[src/rtl/core_lsu_pkg.sv]
// Shared types and decode helpers for the RV32I load/store unit.
package core_lsu_pkg;

    localparam logic [2:0] F3_B  = 3'b000;
    localparam logic [2:0] F3_H  = 3'b001;
    localparam logic [2:0] F3_W  = 3'b010;
    localparam logic [2:0] F3_BU = 3'b100;
    localparam logic [2:0] F3_HU = 3'b101;

    typedef enum logic [2:0] {
        StIdle,
        StLoad,
        StWait,
        StStore,
        StExc
    } LsuState;

    typedef enum logic [1:0] {
        CauseLoadMisaligned  = 2'd0,
        CauseStoreMisaligned = 2'd1,
        CauseIllegalFunct3   = 2'd2
    } LsuExcCause;

    function automatic logic f3_legal(input logic is_load, input logic [2:0] f3);
        logic ok;
        ok = 1'b0;
        case (f3)
            F3_B, F3_H, F3_W: ok = 1'b1;
            F3_BU, F3_HU:     ok = is_load;
            default:          ok = 1'b0;
        endcase
        return ok;
    endfunction

    // Assumes f3 is already known to be legal.
    function automatic logic f3_misaligned(input logic [2:0] f3, input logic [1:0] offset);
        logic mis;
        mis = 1'b0;
        case (f3)
            F3_H, F3_HU: mis = offset[0];
            F3_W:        mis = (offset != 2'b00);
            default:     mis = 1'b0;
        endcase
        return mis;
    endfunction

endpackage

[src/rtl/core_lsu_if.sv]
// Execute-side request, writeback/exception results and arbiter LSU ports of core_lsu.
interface core_lsu_if #(
    parameter int unsigned AW = 32,
    parameter int unsigned DW = 32
) ();

    logic          i_valid;
    logic          i_load;
    logic          i_store;
    logic [2:0]    i_funct3;
    logic [AW-1:0] i_addr;
    logic [DW-1:0] i_store_data;
    logic [4:0]    i_rd;

    logic          o_busy;
    logic          o_wb_valid;
    logic [4:0]    o_wb_rd;
    logic [DW-1:0] o_wb_data;
    logic          o_exc;
    logic [1:0]    o_exc_cause;
    logic [AW-1:0] o_exc_addr;

    logic          o_lsu_read;
    logic [AW-1:0] o_r_lsu_addr;
    logic [DW-1:0] i_r_lsu_data;

    logic          o_lsu_write;
    logic [AW-1:0] o_w_lsu_addr;
    logic [3:0]    o_w_lsu_byte_en;
    logic [DW-1:0] o_w_lsu_data;

    // The LSU itself.
    modport master (
        input  i_valid, i_load, i_store, i_funct3, i_addr, i_store_data, i_rd,
        output o_busy, o_wb_valid, o_wb_rd, o_wb_data,
        output o_exc, o_exc_cause, o_exc_addr,
        output o_lsu_read, o_r_lsu_addr,
        input  i_r_lsu_data,
        output o_lsu_write, o_w_lsu_addr, o_w_lsu_byte_en, o_w_lsu_data
    );

    // Execute stage plus the memory arbiter.
    modport slave (
        output i_valid, i_load, i_store, i_funct3, i_addr, i_store_data, i_rd,
        input  o_busy, o_wb_valid, o_wb_rd, o_wb_data,
        input  o_exc, o_exc_cause, o_exc_addr,
        input  o_lsu_read, o_r_lsu_addr,
        output i_r_lsu_data,
        input  o_lsu_write, o_w_lsu_addr, o_w_lsu_byte_en, o_w_lsu_data
    );

endinterface

[src/rtl/core_lsu_align.sv]
// Byte-lane steering: store byte enables/replication and load extract/extend.
module core_lsu_align
    import core_lsu_pkg::*;
(
    input  logic [2:0]  i_funct3,
    input  logic [1:0]  i_offset,
    input  logic [31:0] i_store_data,
    input  logic [31:0] i_load_word,
    output logic [3:0]  o_byte_en,
    output logic [31:0] o_store_data,
    output logic [31:0] o_load_data
);

    logic [31:0] w_shifted;

    assign w_shifted = i_load_word >> {i_offset, 3'b000};

    always_comb begin
        o_byte_en    = 4'b1111;
        o_store_data = i_store_data;
        o_load_data  = w_shifted;
        case (i_funct3)
            F3_B: begin
                o_byte_en    = 4'b0001 << i_offset;
                o_store_data = {4{i_store_data[7:0]}};
                o_load_data  = {{24{w_shifted[7]}}, w_shifted[7:0]};
            end
            F3_H: begin
                o_byte_en    = 4'b0011 << i_offset;
                o_store_data = {2{i_store_data[15:0]}};
                o_load_data  = {{16{w_shifted[15]}}, w_shifted[15:0]};
            end
            F3_BU: o_load_data = {24'h000000, w_shifted[7:0]};
            F3_HU: o_load_data = {16'h0000, w_shifted[15:0]};
            default: ;
        endcase
    end

endmodule

[src/rtl/core_lsu.sv]
// Load/store unit: one memory op at a time from execute, word-aligned arbiter requests,
// fixed-latency load return with extraction/extension, and exception pulses.
module core_lsu
    import core_lsu_pkg::*;
#(
    parameter int unsigned AW           = 32,
    parameter int unsigned DW           = 32,
    parameter int unsigned READ_LATENCY = 2
) (
    input  logic       i_clk,
    input  logic       i_rst,
    input  logic       i_clk_en,
    core_lsu_if.master bus
);

    localparam int unsigned CW = $clog2(READ_LATENCY + 1);

    LsuState       r_state, w_state_d;
    logic [CW-1:0] r_cnt, w_cnt_d;

    logic [AW-1:0] r_addr;
    logic [2:0]    r_funct3;
    logic [4:0]    r_rd;
    logic [DW-1:0] r_store_data;
    logic          w_latch;

    logic          r_busy, w_busy_d;
    logic          r_wb_valid, w_wb_valid_d;
    logic [4:0]    r_wb_rd, w_wb_rd_d;
    logic [DW-1:0] r_wb_data, w_wb_data_d;
    logic          r_exc, w_exc_d;
    LsuExcCause    r_exc_cause, w_exc_cause_d;
    logic [AW-1:0] r_exc_addr, w_exc_addr_d;
    logic          r_lsu_read, w_lsu_read_d;
    logic [AW-1:0] r_r_addr, w_r_addr_d;
    logic          r_lsu_write, w_lsu_write_d;
    logic [AW-1:0] r_w_addr, w_w_addr_d;
    logic [3:0]    r_byte_en, w_byte_en_d;
    logic [DW-1:0] r_w_data, w_w_data_d;

    logic          w_accept;
    logic          w_idle;
    logic [AW-1:0] w_op_addr;
    logic [2:0]    w_op_funct3;
    logic [DW-1:0] w_op_sdata;
    logic [AW-1:0] w_word_addr;
    logic [3:0]    w_al_byte_en;
    logic [DW-1:0] w_al_store_data;
    logic [DW-1:0] w_al_load_data;

    assign w_idle   = (r_state == StIdle);
    assign w_accept = bus.i_valid && (bus.i_load || bus.i_store);

    // The aligner sees the live request while idle and the latched op afterwards.
    assign w_op_addr   = w_idle ? bus.i_addr       : r_addr;
    assign w_op_funct3 = w_idle ? bus.i_funct3     : r_funct3;
    assign w_op_sdata  = w_idle ? bus.i_store_data : r_store_data;
    assign w_word_addr = {w_op_addr[AW-1:2], 2'b00};

    core_lsu_align u_align (
        .i_funct3     (w_op_funct3),
        .i_offset     (w_op_addr[1:0]),
        .i_store_data (w_op_sdata),
        .i_load_word  (bus.i_r_lsu_data),
        .o_byte_en    (w_al_byte_en),
        .o_store_data (w_al_store_data),
        .o_load_data  (w_al_load_data)
    );

    always_comb begin
        w_state_d     = r_state;
        w_cnt_d       = r_cnt;
        w_latch       = 1'b0;
        w_wb_valid_d  = 1'b0;
        w_exc_d       = 1'b0;
        w_lsu_read_d  = 1'b0;
        w_lsu_write_d = 1'b0;
        w_wb_rd_d     = r_wb_rd;
        w_wb_data_d   = r_wb_data;
        w_exc_cause_d = r_exc_cause;
        w_exc_addr_d  = r_exc_addr;
        w_r_addr_d    = r_r_addr;
        w_w_addr_d    = r_w_addr;
        w_byte_en_d   = r_byte_en;
        w_w_data_d    = r_w_data;

        unique case (r_state)
            StIdle: begin
                if (w_accept) begin
                    w_latch = 1'b1;
                    if (!f3_legal(bus.i_load, bus.i_funct3)) begin
                        w_state_d     = StExc;
                        w_exc_d       = 1'b1;
                        w_exc_cause_d = CauseIllegalFunct3;
                        w_exc_addr_d  = bus.i_addr;
                    end else if (f3_misaligned(bus.i_funct3, bus.i_addr[1:0])) begin
                        w_state_d     = StExc;
                        w_exc_d       = 1'b1;
                        w_exc_cause_d = bus.i_load ? CauseLoadMisaligned : CauseStoreMisaligned;
                        w_exc_addr_d  = bus.i_addr;
                    end else if (bus.i_load) begin
                        w_state_d    = StLoad;
                        w_lsu_read_d = 1'b1;
                        w_r_addr_d   = w_word_addr;
                    end else begin
                        w_state_d     = StStore;
                        w_lsu_write_d = 1'b1;
                        w_w_addr_d    = w_word_addr;
                        w_byte_en_d   = w_al_byte_en;
                        w_w_data_d    = w_al_store_data;
                    end
                end
            end
            StLoad: begin
                w_state_d = StWait;
                w_cnt_d   = CW'(READ_LATENCY);
            end
            StWait: begin
                w_cnt_d = r_cnt - CW'(1);
                // Count 1 is the last cycle before the read data goes stale.
                if (r_cnt == CW'(1)) begin
                    w_state_d    = StIdle;
                    w_wb_valid_d = 1'b1;
                    w_wb_rd_d    = r_rd;
                    w_wb_data_d  = w_al_load_data;
                end
            end
            StStore, StExc: w_state_d = StIdle;
            default:        w_state_d = StIdle;
        endcase

        w_busy_d = (w_state_d != StIdle);
    end

    always_ff @(posedge i_clk) begin
        if (i_rst) begin
            r_state      <= StIdle;
            r_cnt        <= '0;
            r_addr       <= '0;
            r_funct3     <= '0;
            r_rd         <= '0;
            r_store_data <= '0;
            r_busy       <= 1'b0;
            r_wb_valid   <= 1'b0;
            r_wb_rd      <= '0;
            r_wb_data    <= '0;
            r_exc        <= 1'b0;
            r_exc_cause  <= CauseLoadMisaligned;
            r_exc_addr   <= '0;
            r_lsu_read   <= 1'b0;
            r_r_addr     <= '0;
            r_lsu_write  <= 1'b0;
            r_w_addr     <= '0;
            r_byte_en    <= '0;
            r_w_data     <= '0;
        end else if (i_clk_en) begin
            r_state <= w_state_d;
            r_cnt   <= w_cnt_d;
            if (w_latch) begin
                r_addr       <= bus.i_addr;
                r_funct3     <= bus.i_funct3;
                r_rd         <= bus.i_rd;
                r_store_data <= bus.i_store_data;
            end
            r_busy      <= w_busy_d;
            r_wb_valid  <= w_wb_valid_d;
            r_wb_rd     <= w_wb_rd_d;
            r_wb_data   <= w_wb_data_d;
            r_exc       <= w_exc_d;
            r_exc_cause <= w_exc_cause_d;
            r_exc_addr  <= w_exc_addr_d;
            r_lsu_read  <= w_lsu_read_d;
            r_r_addr    <= w_r_addr_d;
            r_lsu_write <= w_lsu_write_d;
            r_w_addr    <= w_w_addr_d;
            r_byte_en   <= w_byte_en_d;
            r_w_data    <= w_w_data_d;
        end
    end

    assign bus.o_busy          = r_busy;
    assign bus.o_wb_valid      = r_wb_valid;
    assign bus.o_wb_rd         = r_wb_rd;
    assign bus.o_wb_data       = r_wb_data;
    assign bus.o_exc           = r_exc;
    assign bus.o_exc_cause     = r_exc_cause;
    assign bus.o_exc_addr      = r_exc_addr;
    assign bus.o_lsu_read      = r_lsu_read;
    assign bus.o_r_lsu_addr    = r_r_addr;
    assign bus.o_lsu_write     = r_lsu_write;
    assign bus.o_w_lsu_addr    = r_w_addr;
    assign bus.o_w_lsu_byte_en = r_byte_en;
    assign bus.o_w_lsu_data    = r_w_data;

endmodule
[src/flat_wrapper.sv]
// flat-port wrapper written by rule: the top's interface ports become plain ports
module core_lsu_flat import core_lsu_pkg::*;
#(
    parameter int unsigned AW           = 32,
    parameter int unsigned DW           = 32,
    parameter int unsigned READ_LATENCY = 2
)
  (i_clk, i_rst, i_clk_en, bus_i_valid, bus_i_load, bus_i_store, bus_i_funct3, bus_i_addr, bus_i_store_data, bus_i_rd, bus_o_busy, bus_o_wb_valid, bus_o_wb_rd, bus_o_wb_data, bus_o_exc, bus_o_exc_cause, bus_o_exc_addr, bus_o_lsu_read, bus_o_r_lsu_addr, bus_i_r_lsu_data, bus_o_lsu_write, bus_o_w_lsu_addr, bus_o_w_lsu_byte_en, bus_o_w_lsu_data);
  core_lsu_if #(.AW(AW), .DW(DW)) bus_i ();
  input  logic i_clk;
  input  logic i_rst;
  input  logic i_clk_en;
  input wire logic [$bits(bus_i.i_valid)-1:0] bus_i_valid;
  input wire logic [$bits(bus_i.i_load)-1:0] bus_i_load;
  input wire logic [$bits(bus_i.i_store)-1:0] bus_i_store;
  input wire logic [$bits(bus_i.i_funct3)-1:0] bus_i_funct3;
  input wire logic [$bits(bus_i.i_addr)-1:0] bus_i_addr;
  input wire logic [$bits(bus_i.i_store_data)-1:0] bus_i_store_data;
  input wire logic [$bits(bus_i.i_rd)-1:0] bus_i_rd;
  output wire logic [$bits(bus_i.o_busy)-1:0] bus_o_busy;
  output wire logic [$bits(bus_i.o_wb_valid)-1:0] bus_o_wb_valid;
  output wire logic [$bits(bus_i.o_wb_rd)-1:0] bus_o_wb_rd;
  output wire logic [$bits(bus_i.o_wb_data)-1:0] bus_o_wb_data;
  output wire logic [$bits(bus_i.o_exc)-1:0] bus_o_exc;
  output wire logic [$bits(bus_i.o_exc_cause)-1:0] bus_o_exc_cause;
  output wire logic [$bits(bus_i.o_exc_addr)-1:0] bus_o_exc_addr;
  output wire logic [$bits(bus_i.o_lsu_read)-1:0] bus_o_lsu_read;
  output wire logic [$bits(bus_i.o_r_lsu_addr)-1:0] bus_o_r_lsu_addr;
  input wire logic [$bits(bus_i.i_r_lsu_data)-1:0] bus_i_r_lsu_data;
  output wire logic [$bits(bus_i.o_lsu_write)-1:0] bus_o_lsu_write;
  output wire logic [$bits(bus_i.o_w_lsu_addr)-1:0] bus_o_w_lsu_addr;
  output wire logic [$bits(bus_i.o_w_lsu_byte_en)-1:0] bus_o_w_lsu_byte_en;
  output wire logic [$bits(bus_i.o_w_lsu_data)-1:0] bus_o_w_lsu_data;
  assign bus_i.i_valid = bus_i_valid;
  assign bus_i.i_load = bus_i_load;
  assign bus_i.i_store = bus_i_store;
  assign bus_i.i_funct3 = bus_i_funct3;
  assign bus_i.i_addr = bus_i_addr;
  assign bus_i.i_store_data = bus_i_store_data;
  assign bus_i.i_rd = bus_i_rd;
  assign bus_o_busy = bus_i.o_busy;
  assign bus_o_wb_valid = bus_i.o_wb_valid;
  assign bus_o_wb_rd = bus_i.o_wb_rd;
  assign bus_o_wb_data = bus_i.o_wb_data;
  assign bus_o_exc = bus_i.o_exc;
  assign bus_o_exc_cause = bus_i.o_exc_cause;
  assign bus_o_exc_addr = bus_i.o_exc_addr;
  assign bus_o_lsu_read = bus_i.o_lsu_read;
  assign bus_o_r_lsu_addr = bus_i.o_r_lsu_addr;
  assign bus_i.i_r_lsu_data = bus_i_r_lsu_data;
  assign bus_o_lsu_write = bus_i.o_lsu_write;
  assign bus_o_w_lsu_addr = bus_i.o_w_lsu_addr;
  assign bus_o_w_lsu_byte_en = bus_i.o_w_lsu_byte_en;
  assign bus_o_w_lsu_data = bus_i.o_w_lsu_data;
  core_lsu #(.AW(AW), .DW(DW), .READ_LATENCY(READ_LATENCY)) u_core (.i_clk(i_clk), .i_rst(i_rst), .i_clk_en(i_clk_en), .bus(bus_i));
endmodule
[config.mk]
export PLATFORM = sky130hd
export DESIGN_NAME = core_lsu_flat
export DESIGN_NICKNAME = d
export VERILOG_FILES = /design/src/rtl/core_lsu_pkg.sv /design/src/rtl/core_lsu_if.sv /design/src/rtl/core_lsu_align.sv /design/src/rtl/core_lsu.sv /design/src/flat_wrapper.sv
export SDC_FILE = /design/constraint.sdc
export NUM_CORES = 1
export LEC_CHECK = 0
export BUFFER_PORTS_ARGS = -buffer_cell sky130_fd_sc_hd__clkbuf_2
export CORE_UTILIZATION = 45
export DETAILED_ROUTE_END_ITERATION = 8
export GPL_TIMING_DRIVEN = 1
export MAX_ROUTING_LAYER = met4
export PLACE_DENSITY = 0.66
export SLEW_MARGIN = 20
export SYNTH_ARGS = -nofsm -noshare
export SYNTH_HDL_FRONTEND = slang
export SYNTH_HIERARCHICAL = 1
export SYNTH_SLANG_ARGS = --single-unit
[constraint.sdc]
create_clock -name i_clk -period 3.7 [get_ports i_clk]
set_clock_uncertainty 0.2 [all_clocks]
set_input_delay 0.185 -clock i_clk [delete_from_list [all_inputs] [get_ports i_clk]]
set_output_delay 0.185 -clock i_clk [all_outputs]
set_load 0.005 [all_outputs]
; Word level (Yosys, flattened, before mapping)
; Cells that the tools add are included.
[totals]
regBits = 217
in_bits = 110
output_inout_bits = 176
elab_cells = 94
[classes]
addsub = 1
n_eq_ne = 11
n_shift = 3
mux = 42
bitwise_logic = 2
reduce_logical = 17
[ops]
columns = cell, count
row1 = $pmux W32 S4, 1
row2 = $mux W32, 3
row3 = $pmux W32 S2, 1
row4 = $shr A32 B5 Y32, 1
row5 = $mux W1, 24
row6 = $mux W3, 5
row7 = $eq A3 B3 Y1 const B, 4
row8 = $reduce_and A6 Y1, 2
row9 = $eq A3 B1 Y1 const B, 3
row10 = $logic_not A3 Y1, 3
row11 = $pmux W3 S3, 1
row12 = $pmux W4 S2, 1
row13 = $eq A3 B2 Y1 const B, 2
row14 = $mux W2, 3
row15 = $pmux W1 S2, 2
row16 = $pmux W2 S2, 1
row17 = $reduce_and A2 Y1, 2
row18 = $reduce_and A4 Y1, 1
row19 = $reduce_bool A2 Y1, 2
row20 = $reduce_or A2 Y1, 2
row21 = $shl A1 B2 Y4 const A, 1
row22 = $shl A2 B2 Y4 const A, 1
row23 = $reduce_and A3 Y1, 1
row24 = $reduce_bool A3 Y1, 1
row25 = 7 further kinds, 8

; Logic depth before layout (Yosys ltp)
[depth]
word_depth = 13
ltp_mapped = 13
ltp_nobuf = 8

; Cells and area by module
; Netlist, hierarchy kept.
[by_module_without_submodules]
columns = module, n_inst, cells_each, area_each_um2, seq_area_each_um2
row1 = core_lsu, 1, 1267, 10144.7, 4984.8
row2 = core_lsu_align, 1, 182, 1352.5, 0.0

; Worst setup path before layout
; Ideal clock, no wire load.
[synth_timing]
kind = flip-flop to flip-flop
startpoint = register u_core.r_state[0]
endpoint = register u_core.r_w_data[16] (netlist: u_core/bus.o_w_lsu_data[16])
setup_ps = 120
arrival_time_ps = 2288
required_ps = 3380
setup_slack_ps = 1093
stages_incl_launch_ff = 13
n_path_buf = 5
synth_period_minus_slack_ps = 2607
path_cell_list = dfxtp_1 > buf_4 > or3_1 > buf_2 > clkbuf_1 > nand2_1 > nand2_1 > clkbuf_2 > nor2_4 > buf_2 > mux2_2 > nand2_1 > mux2i_1
[synth_between]
elab_chain_cells = 4
elab_cells_between_ends = 6
classes_between = eq/ne: 1 / mux: 2 / reduce/logical: 3
[synth_lines]
columns = item, line
row1 = "start, declared", core_lsu.sv:18  ; LsuState r_state, w_state_d;
row2 = "start signal, assigned", core_lsu.sv:137  ; r_state <= StIdle;
row3 = "start signal, assigned", core_lsu.sv:157  ; r_state <= w_state_d;
row4 = $logic_not A3 Y1 *, core_lsu.sv:51  ; assign w_idle = (r_state == StIdle);
row5 = $mux W3 *, core_lsu.sv:56  ; assign w_op_funct3 = w_idle ? bus.i_funct3 : r_funct3;
row6 = net u_core.w_op_funct3[1], core_lsu.sv:44  ; logic [2:0] w_op_funct3;
row7 = $eq A3 B1 Y1 or $logic_not A3 Y1 (tied branches), core_lsu_align.sv:22  ; case (i_funct3)
row8 = $pmux W32 S2 *, core_lsu_align.sv:22
row9 = net u_core.w_al_store_data[16], core_lsu.sv:48  ; logic [DW-1:0] w_al_store_data;
row10 = "end signal, assigned", core_lsu.sv:177  ; r_w_data <= w_w_data_d;
row11 = "end, declared", core_lsu.sv:39  ; logic [DW-1:0] r_w_data, w_w_data_d;
; The timed path passes the listed nets; every way through them passes the cells marked *.
; A chain may end at the register's enable or synchronous reset.

; Final worst setup path
[layout_timing]
startpoint = register u_core.r_state[0]
endpoint = register u_core.r_wb_data[3] (netlist: u_core/bus.o_wb_data[3])
[layout_between]
elab_chain_cells = 4
elab_cells_between_ends = 6
classes_between = eq/ne: 1 / shift: 1 / mux: 2 / reduce/logical: 2
[layout_lines]
columns = item, line
row1 = $logic_not A3 Y1, core_lsu.sv:51
row2 = $mux W32, core_lsu.sv:55  ; assign w_op_addr = w_idle ? bus.i_addr : r_addr;
row3 = net u_core.w_op_addr[1], core_lsu.sv:43  ; logic [AW-1:0] w_op_addr;
row4 = $shr A32 B5 Y32, core_lsu_align.sv:16  ; assign w_shifted = i_load_word >> {i_offset, 3'b000};
row5 = $pmux W32 S4, core_lsu_align.sv:22
row6 = net u_core.w_al_load_data[3], core_lsu.sv:49  ; logic [DW-1:0] w_al_load_data;
row7 = "end signal, assigned", core_lsu.sv:168  ; r_wb_data <= w_wb_data_d;
row8 = "end, declared", core_lsu.sv:30  ; logic [DW-1:0] r_wb_data, w_wb_data_d;
; The timed path passes the listed nets, and every way through them passes these cells.

==> run summary <==
## STA
* 27.3 ps — worst slack on hold paths
* 294 MHz — Max Fclk
* 0.360 — worst relative slew slack
* no — setup repair after global routing missed its margin
* 0.920 — portion of the clock cycle consumed by the worst path in the final layout
* 3400 ps — clock period minus final worst setup slack
* 296 ps — Final WS setup
* 0 — Final setup viols
* 0 ps — total negative slack
* 0 — final number of hold-violating endpoints
* 959 ps — transition time at the pin with the least slew margin
* 0 — final max-slew violation count

## Global routing
* 2 — number of antenna violations at the first check in global routing
* 53.5 mm — global-route wire length before repair
* 0 — residual overflow from global routing
* 0.258 — All-Layer GR Usage
* 10400 — vias in the first global route
* 140 — maximum number of pins on one net before global-route repair

## Floorplanning
* 162 um — die outline width
* 0.0262 sq mm — Total Die Area
* 0.0251 sq mm — core area
* 286 — Ports
* 162 um — Die Y
* 58 — Row Count
* 0.458 — starting density of the core

## Logic synthesis
* 0.434 — Synth top area share
* 0 — count of flip-flops with a built-in enable after synthesis
* dfxtp_1 — largest area contributor in the netlist
* 49 — library cells used by synthesis
* 0 — proportion of register bits with asynchronous set or reset after synthesis
* dfxtp_1 — most used flip-flop cell after synthesis
* 7.93 sq um — average instance area after synthesis
* dfxtp_1 43%, nand2_1 16%, mux2_2 8.7%, a21oi_1 8.5%, mux2i_1 4.5% — top cells by area in the synthesized netlist
* 0.0115 sq mm — synthesized cell area
* 1449 — Gate Count Post-Synth
* 0.434 — share of synthesized area occupied by flip-flops and latches
* 6 — Synth warnings
* 249 — number of flip-flops and latches in the synthesized netlist

## Place
* 21.3 mm — placed wire-length estimate after detailed placement
* 281 — Port Buffer Count
* 591 ps — setup slack at placement
* 1952 — placed instance count
* 0.888 — final weighted congestion in routability-driven placement

## Pwr
* 432 mW/mm^2 — power density normalized to cell area
* 0.00631 uW — LEAKAGE
* 6410 uW — Power, Total
* 0.337 mV — maximum vdd drop

## Clocking
* 249 — CTS sink cnt
* 1 — H-Tree Depth
* clkbuf_16 — Root Buffer Master
* yes — CTS tree
* 60 ps — clock edge transition at the registers on the reported setup and hold paths
* 3 — Clock Tree Buf Depth
* 27 — total CTS buffers
* 530 ps — clock latency of the later-clocked register in the worst-skew pair

## Worst setup path
* dlygate4sd3_1 — Critical Path Slowest Stage Cell
* 10 — number of cells on the worst reg-to-reg path
* or3_4, nand2_1, nand2_1, buf_4, mux2i_1, dlygate4sd3_1, o21ai_0, dlygate4sd3_1, nand2_1, a21oi_1 — cell-by-cell listing of the critical path
* 570 ps — highest cell delay on the worst timing path
* 3590 ps — Crit path arrival time
* buffers and inverters — family with the most delay on the worst path
* u_core/r_state[0] — source of the critical timing path
* register — kind of end point of the critical path
* u_core/bus.o_wb_data[3] — Critical Path Sink
* u_core/bus.o_wb_data[3] — endpoint of the most critical register-to-register path
* 3 — buffering stage count on the worst path with inverters included
* 20 — Crit Path Max Fanout
* nand2_1 — most frequent cell on the critical path
* 300 ps — R2R setup slack
* reg2reg — Critical Setup Path Class
* register — Critical Path Start Type
* 3880 ps — required time of the critical path
* u_core/r_state[0] — launching point of the worst reg2reg path
* 10 — Levels on crit path

## Final layout
* 491 x nand2_1, 280 x clkbuf_2, 249 x dfxtp_1, 194 x a21oi_1, 106 x dlygate4sd3_1 — commonest non-fill, non-tap cells in the layout
* 2323 — Fill cells
* 0.252 — proportion of layout cells with a drive suffix above 1
* 1868 — Final nets
* 2107 — non-filler instance count after layout
* 0.00498 sq mm — register cell area after layout
* nand2_1 — leading cell type in the layout, fill and taps excluded
* 29.0% — Layout Area Growth over Synthesis
* 0.00589 sq mm — area taken by multi-input logic gates

## Worst hold path
* 5 — cell depth of the worst min-delay path
* in2reg — Hold Path Class

## Route
* 5.20 — average vias per placed instance
* 11000 — via count
* 33.9 mm — detailed-route wire length
* 16.1 um — detailed-route wire length per cell
* 0 — post-route ant nets
* 7 — total iterations of the first detailed-routing run
* 1 — DRC
* 752 — iteration-0 DRC count of the detailed router

## Status
* finished with violations — outcome
* DRC — failing checks

## Run
* 0 — Max-cap violations

## synth_stat cells, types with 2 or more instances
| library cell | count |
|---|---|
| clkbuf_1 | 78 |
| a211oi_1 | 3 |
| nand3_1 | 36 |
| buf_4 | 20 |
| nor2_4 | 2 |
| or3_1 | 2 |
| or2_2 | 3 |
| buf_6 | 6 |
| a22oi_1 | 2 |
| nor2b_1 | 64 |
| mux2_2 | 89 |
| buf_1 | 7 |
| dfxtp_1 | 249 |
| nand2_1 | 491 |
| buf_2 | 18 |
| a221oi_1 | 7 |
| a32oi_1 | 16 |
| mux2i_1 | 52 |
| mux2_1 | 5 |
| nor2_1 | 24 |
| nor3_4 | 2 |
| inv_1 | 4 |
| nor3_1 | 2 |
| clkinv_1 | 2 |
| o21ai_0 | 47 |
| a21oi_1 | 195 |
## layout make-up
class / count / area share
Antenna cell: 2 / 0.000337
Clock buffer: 41 / 0.0525
Clock inverter: 6 / 0.00540
Inverter: 6 / 0.00160
Multi-Input combinational cell: 1066 / 0.397
Sequential cell: 249 / 0.336
Tap cell: 330 / 0.0278
Timing Repair Buffer: 407 / 0.180
## how the worst min path moves through the flow
| stage | startpoint | slack, ps | endpoint |
|---|---|---|---|
| 3_3_place_gp | bus_i_rd[4] | 220 | u_core/r_rd[4] |
| 6_report | bus_i_r_lsu_data[17] | 30 | u_core/bus.o_wb_data[9] |
| 5_1_grt | bus_i_r_lsu_data[18] | 60 | u_core/bus.o_wb_data[10] |
| 2_1_floorplan | bus_i_addr[0] | 120 | u_core/r_addr[0] |
| 3_5_place_dp | bus_i_rd[4] | 230 | u_core/r_rd[4] |
| 4_1_cts | bus_i_r_lsu_data[18] | 6 | u_core/bus.o_wb_data[10] |
## power breakdown
part	total, uW	internal, uW	switching (uW)	leakage [uW]
Combinational	979	389	590	0.00387
Sequential	2780	2750	34.8	0.00201
Clock	2650	1580	1080	0.000423
Total	6410	4710	1700	0.00631
## worst reg2reg max path, cell delays in order, from the launching register on
cell,delay [ps]
dfxtp_1,530
or3_4,320
nand2_1,80
nand2_1,220
buf_4,350
mux2i_1,230
dlygate4sd3_1,560
o21ai_0,70
dlygate4sd3_1,570
nand2_1,60
a21oi_1,60
## state kept, by name (all words and copies together) (netlist names), 3 cells and up
name                        flops
u_core/r_store_data            32
u_core/r_state                  3
u_core/r_funct3                 3
u_core/r_rd                     5
u_core/r_addr                  32
u_core/bus.o_w_lsu_data        32
u_core/bus.o_wb_data           32
u_core/bus.o_w_lsu_byte_en      4
u_core/bus.o_r_lsu_addr        30
u_core/bus.o_w_lsu_addr        30
u_core/bus.o_wb_rd              5
u_core/bus.o_exc_addr          32
## per-layer routing
layer / share of wire / GRT usage
met4: 0.026 / 0.0772
met3: 0.076 / 0.0513
met5: 0 / -
met1: 0.44 / 0.326
met2: 0.46 / 0.415
## per-stage QoR
stage | utilization | area, sq um
2_1_floorplan | - | 11500
3_3_place_gp | 0.514 | 12900
3_5_place_dp | 0.514 | 12900
4_1_cts | 0.590 | 14800
5_1_grt | 0.591 | 14800
6_report | 0.591 | 14800
## cell families (layout without fill, tap and decap cells)
family,count (synthesis),after routing,synth area share
AOI/OAI and AO/OA,279,279,0.134
xor gates and xnor gates,1,1,0.00142
adders and majority gates,1,1,0.00109
buffers and inverters,137,460,0.0587
DFF,249,249,0.434
muxes,146,146,0.137
other,1,6,0.000326
and+or+nand+nor,635,635,0.234
## what timing repair did
action / in CTS / in global routing
setup endpoints to repair: 0 / 4
gates resized for setup: 0 / 2
setup buffers: 0 / 0
hold buffers: 106 / 0
hold endpoints to repair: 211 / 0
Power figures use the tool's default switching activity.
